==> src/rtl/fpu_pkg.sv <==
// Shared FPU constants and IEEE-754 single-precision field helpers (used by adder and multiplier).
// Latency: n/a (package, combinational helpers only).
// Backpressure: n/a.
package fpu_pkg;

    localparam int FP_BIAS   = 127;
    localparam int FP_EMAX   = 255;
    localparam int MUL_STEPS = 24;

    function automatic logic fp_sign(input logic [31:0] v);
        return v[31];
    endfunction

    function automatic logic [7:0] fp_exp(input logic [31:0] v);
        return v[30:23];
    endfunction

    function automatic logic [22:0] fp_man(input logic [31:0] v);
        return v[22:0];
    endfunction

endpackage

==> src/rtl/fp_multiplier_if.sv <==
// Operand/result bundle between the core (master) and the multiplier (slave).
// Latency: n/a (wires only).
// Backpressure: stall is the only flow control; the master holds run, x, y until stall falls.
// Ports: run (request), x/y (operands), stall (busy), z (registered product).
interface fp_multiplier_if;
    logic        run;
    logic [31:0] x;
    logic [31:0] y;
    logic        stall;
    logic [31:0] z;

    modport master (output run, x, y, input stall, z);
    modport slave  (input run, x, y, output stall, z);
endinterface

==> src/rtl/fp_pack.sv <==
// Packs sign/exponent/mantissa into IEEE single, with optional rounding and overflow/underflow clamp.
// Latency: 0 (combinational).
// Backpressure: none.
// Ports: sign, e (10-bit signed exponent), mant ({1,frac}), guard, zero -> z.
// Build option: FPMUL_ROUND_EN defined selects round half-up using guard; otherwise truncate.
module fp_pack
    import fpu_pkg::*;
(
    input  logic        sign,
    input  logic [9:0]  e,
    input  logic [23:0] mant,
    input  logic        guard,
    input  logic        zero,
    output logic [31:0] z
);

`ifdef FPMUL_ROUND_EN
    localparam bit RoundEn = 1'b1;
`else
    localparam bit RoundEn = 1'b0;
`endif

    logic [24:0] sum;
    logic [22:0] frac;
    logic [9:0]  e_r;

    always_comb begin
        sum  = {1'b0, mant} + {24'h0, guard & RoundEn};
        // Carry-out means the rounded significand reached 2.0: fraction wraps to 0, exponent bumps.
        frac = sum[24] ? 23'h0 : sum[22:0];
        e_r  = e + {9'h0, sum[24]};

        if (zero) begin
            z = 32'h0;
        end else if (e_r[9] || (e_r == 10'h0)) begin
            z = 32'h0;
        end else if (e_r >= 10'(FP_EMAX)) begin
            z = {sign, 8'hFF, 23'h0};
        end else begin
            z = {sign, e_r[7:0], frac};
        end
    end

endmodule

==> src/rtl/fp_multiplier.sv <==
// Iterative IEEE single multiplier: 24-step shift-add mantissa product, normalise, pack, register.
// Latency: 26 cycles of stall from run rising; z valid on the first cycle with run & ~stall.
// Backpressure: stall = run & (s != 26); dropping run aborts and leaves z unchanged.
// Ports: clk, rst (async active-high), bus (fp_multiplier_if.slave: run, x, y, stall, z).
// Build option: FPMUL_ROUND_EN (see fp_pack) enables round half-up.
module fp_multiplier
    import fpu_pkg::*;
(
    input  logic                  clk,
    input  logic                  rst,
    fp_multiplier_if.slave        bus
);

    localparam logic [4:0] SLast = 5'(MUL_STEPS + 1);  // product complete, load Z
    localparam logic [4:0] SDone = 5'(MUL_STEPS + 2);  // result held, stall released

    logic [4:0]  s;
    logic [47:0] p;
    logic [31:0] zr;

    logic [24:0] w;
    logic [9:0]  e;
    logic [23:0] mant;
    logic        guard;
    logic        zero;
    logic        sign;
    logic [31:0] result;

    // One shift-add step: conditionally add the multiplier mantissa to the upper half.
    always_comb begin
        w = {1'b0, p[47:24]} + (p[0] ? {1'b0, 1'b1, fp_man(bus.y)} : 25'h0);
    end

    // Normalise: a product in [2,4) sets p[47] and takes one extra exponent.
    always_comb begin
        sign  = fp_sign(bus.x) ^ fp_sign(bus.y);
        zero  = (fp_exp(bus.x) == 8'h0) || (fp_exp(bus.y) == 8'h0);
        e     = {2'b0, fp_exp(bus.x)} + {2'b0, fp_exp(bus.y)} - 10'(FP_BIAS) + {9'h0, p[47]};
        mant  = p[47] ? {1'b1, p[46:24]} : {1'b1, p[45:23]};
        guard = p[47] ? p[23] : p[22];
    end

    fp_pack u_pack (
        .sign  (sign),
        .e     (e),
        .mant  (mant),
        .guard (guard),
        .zero  (zero),
        .z     (result)
    );

    always_ff @(posedge clk or posedge rst) begin
        if (rst) begin
            s  <= 5'h0;
            p  <= 48'h0;
            zr <= 32'h0;
        end else begin
            if (bus.run) begin
                s <= (s == SDone) ? SDone : s + 5'h1;
            end else begin
                s <= 5'h0;
            end

            if (s == 5'h0) begin
                p <= {24'h0, 1'b1, fp_man(bus.x)};
            end else if (s <= 5'(MUL_STEPS)) begin
                p <= {w, p[23:1]};
            end

            if ((s == SLast) && bus.run) begin
                zr <= result;
            end
        end
    end

    assign bus.stall = bus.run && (s != SDone);
    assign bus.z     = zr;

endmodule
==> src/flat_wrapper.sv <==
// flat-port wrapper written by rule: the top's interface ports become plain ports
module fp_multiplier_flat import fpu_pkg::*;
  (clk, rst, bus_run, bus_x, bus_y, bus_stall, bus_z);
  fp_multiplier_if bus_i ();
  input  logic clk;
  input  logic rst;
  input wire logic [$bits(bus_i.run)-1:0] bus_run;
  input wire logic [$bits(bus_i.x)-1:0] bus_x;
  input wire logic [$bits(bus_i.y)-1:0] bus_y;
  output wire logic [$bits(bus_i.stall)-1:0] bus_stall;
  output wire logic [$bits(bus_i.z)-1:0] bus_z;
  assign bus_i.run = bus_run;
  assign bus_i.x = bus_x;
  assign bus_i.y = bus_y;
  assign bus_stall = bus_i.stall;
  assign bus_z = bus_i.z;
  fp_multiplier u_core (.clk(clk), .rst(rst), .bus(bus_i));
endmodule
==> config.mk <==
export PLATFORM = sky130hd
export DESIGN_NAME = fp_multiplier_flat
export DESIGN_NICKNAME = d
export VERILOG_FILES = /design/src/rtl/fpu_pkg.sv /design/src/rtl/fp_multiplier_if.sv /design/src/rtl/fp_pack.sv /design/src/rtl/fp_multiplier.sv /design/src/flat_wrapper.sv
export SDC_FILE = /design/constraint.sdc
export NUM_CORES = 1
export LEC_CHECK = 0
export CORE_MARGIN = 4
export CORE_UTILIZATION = 40
export CTS_CLUSTER_DIAMETER = 50
export DETAILED_ROUTE_END_ITERATION = 16
export GPL_TIMING_DRIVEN = 0
export MAX_ROUTING_LAYER = met4
export PLACE_DENSITY_LB_ADDON = 0.08
export SYNTH_ARGS = -nofsm -noshare
export SYNTH_HDL_FRONTEND = slang
export SYNTH_SLANG_ARGS = --single-unit
==> constraint.sdc <==
create_clock -name clk -period 6.8 [get_ports clk]
set_input_delay 2.04 -clock clk [delete_from_list [all_inputs] [get_ports clk]]
set_output_delay 2.04 -clock clk [all_outputs]
set_load 0.05 [all_outputs]
==> results.cfg <==
[grt]
grt_pass1_wl_um = 24830
grt_overflow = 0
grt_usage_pct = 19.08
grt_pass1_vias = 4968
antenna_found_initial = 0
grt_start_max_net_pins = 61

[floorplanning]
die_y_um = 128.9
die_x_um = 128.9
core.rowCount = 43
initial_utilization_pct = 41.51
core_sq_mm = 0.01410
dieArea_sq_mm = 0.01663
io_pins = 100

[clocking]
clk_pin_slew_ns = 0.06
clkLatencyLatePin_ns = 0.34
cts_tree = yes
hold_buffers = 0
cts_resized = 0
cts.sinks = 85
htreeDepth = 3
clk_path_buf_depth = 2
cts_buffers = 9
cts_setup_buffers = 0
cts_root_buf = clkbuf_16

[logic_synthesis]
synth.cell_area_sq_mm = 0.005851
avgSynthCellArea_sq_um = 9.316
synth_commonest_cells = nand2_1 (91), dfrtp_1 (85), o21ai_0 (52), mux2i_1 (47), ha_1 (38)
synth.top_cell.area_share_pct = 36.36
syn_nets = 735
synth_cell_types = 68
ys.flop_type = dfrtp_1
synth-edff-count = 0
synthArstFlopShare_pct = 100.0
synthTopCellsByArea = dfrtp_1 (36%), ha_1 (8.1%), mux2i_1 (8.0%), nand2_1 (5.8%), o21ai_0 (4.4%)
ys_warn_count = 0
seq_area_frac_synth_pct = 36.36
synthCells = 628
yosys.cell_count.top_type = nand2_1
synth_top_cell_by_area = dfrtp_1
synth-seq-cells = 85

[critical_path]
r2r_end = u_core.bus.z[17]
start_kind = input port
endpoint_kind = output port
crit_type = in2out
r2r-start = u_core.p[47]
r2r_cells = 14
cp.required_ns = 4.76
rrSetupSlack_ns = 3.10
worstPathMaxFanout = 5
arrival_ns = 3.58

[timing]
hold_viol = 0
rsz0062_at_grt = false
finalSetupViolCount = 0
slew_headroom_pct = 45.07
fin_crit_ns = 5.620
fmax_ghz = 0.1779
setup_tns_ns = 0
fin_crit_sh_pct = 82.65
finClkSkew_ns = 0.009801
worstMarginPinSlew_ns = 0.8239
drv_slew = 0
timing.hold.ws_ns = 0.4807

[detailed_routing]
via_per_inst = 5.419
routed_wl_um = 14960
dr.pass1.iters = 5
drc = 0
post_drt_wl_per_cell_um = 16.21
vias = 5002
detail-route-antenna-nets = 0
first_iter_violations = 301

[place]
portBuffers = 99
hpwl_um = 11560
gp_congestion = 0.9348

[finish]
area_growth_pct = 27.07
nets = 846
nFillCells = 1300
num_antenna_cells = 0
drive_gt1_share_pct = 7.672
seq_area_sq_mm = 0.002127
multi_input_area_sq_mm = 0.003510

[min_path]
min_to = u_core.bus.z[7]
worstHoldPathCells = 2
min_path_type = reg2reg
hold_path.startpoint = u_core.bus.z[7]

[run_status]
outcome = complete, no violations

[flow_run]
cap_violations = 0

[power]
power_leakage_nw = 3.160
ir_drop_v = 0.0001382
power_density_mw_per_mm2 = 266.1
## how the worst max path moves through the flow
stage / startpoint / to / slack (ns) / cells past startpoint
2_1_floorplan: bus_y[23] / u_core.bus.z[10] / 2.09 / 11
3_3_place_gp: rst / u_core.bus.z[16] / 1.11 / 2
5_1_grt: bus_run / bus_stall / 1.13 / 4
3_5_place_dp: bus_run / bus_stall / 1.16 / 4
4_1_cts: bus_run / bus_stall / 1.16 / 4
6_report: bus_run / bus_stall / 1.18 / 4
## cell usage in the layout (no fill, tap or decap), types with 6 or more instances in the layout
| cell | netlist | routed |
|---|---|---|
| a21o_1 | 11 | 11 |
| a21oi_1 | 21 | 21 |
| a22o_1 | 12 | 12 |
| and2_1 | 25 | 25 |
| clkbuf_1 | 19 | 19 |
| clkbuf_16 | 0 | 9 |
| clkdlybuf4s50_1 | 0 | 99 |
| dfrtp_1 | 85 | 85 |
| ha_1 | 38 | 38 |
| inv_1 | 22 | 21 |
| mux2i_1 | 47 | 47 |
| nand2_1 | 91 | 91 |
| nand2b_1 | 6 | 6 |
| nand3_1 | 16 | 16 |
| nor2_1 | 19 | 19 |
| nor2b_1 | 9 | 9 |
| nor4_1 | 8 | 8 |
| o21a_1 | 7 | 7 |
| o21ai_0 | 52 | 52 |
| o21ai_2 | 20 | 20 |
| o31ai_1 | 7 | 7 |
| xnor2_1 | 15 | 15 |
| xor2_1 | 14 | 14 |
## critical path: stages
cell and delay [ns]:
clkdlybuf4s50_1 0.55, nand2_1 0.11, inv_1 0.08, clkdlybuf4s50_1 0.79
## cell type report
type,instances,area share (%)
Clock inverter,6,1.515
Buffer,27,1.767
Multi-Input combinational cell,494,47.21
Tap cell,180,3.029
Inverter,22,1.144
Clock buffer,9,3.029
Timing Repair Buffer,100,13.70
Sequential cell,85,28.61
## power by group
part	leakage [nW]	internal [W]	switching [W]
clock network	0.165	0.000358	0.000209
logic	1.89	0.000324	0.000398
registers	1.11	0.000596	0.0000935
## per-stage QoR
step | instance area [sq um] | cells | total power (W) | utilization [%] | setup WS, ns
final | 7435 | 923 | 0.001978 | 52.74 | 1.180
after global routing | 7435 | 923 | 0.002123 | 52.74 | 1.128
after CTS | 7435 | 923 | 0.001997 | 52.74 | 1.160
after detailed placement | 7097 | 908 | 0.001420 | 50.35 | 1.164
after global placement | 7067 | 907 | 0.001399 | 50.13 | 1.110
after floorplan | 5851 | 628 | 0.001222 | - | 2.091
## logic make-up after synthesis
| group | Yosys count | share of synthesized area [%] |
|---|---|---|
| buf+inv | 49 | 3.657 |
| mux | 48 | 8.233 |
| fa+ha+maj | 40 | 8.811 |
| simple gates | 206 | 17.67 |
| flops | 85 | 36.36 |
| compound gates | 171 | 20.94 |
| xor+xnor | 29 | 4.341 |
## sequential cells by signal (all words and copies together) (netlist names)
| register | cells |
|---|---|
| u_core.p | 48 |
| u_core.s | 5 |
| u_core.bus.z | 32 |
## routing by layer
metal	GRT usage [%]	routed length [um]	vias to the layer above
met3	3.238	560	12
met5	-	0	-
met4	5.374	206	0
li1	-	-	2497
met2	29.88	7079	119
met1	25.59	7116	2374
Power figures use the tool's default switching activity.
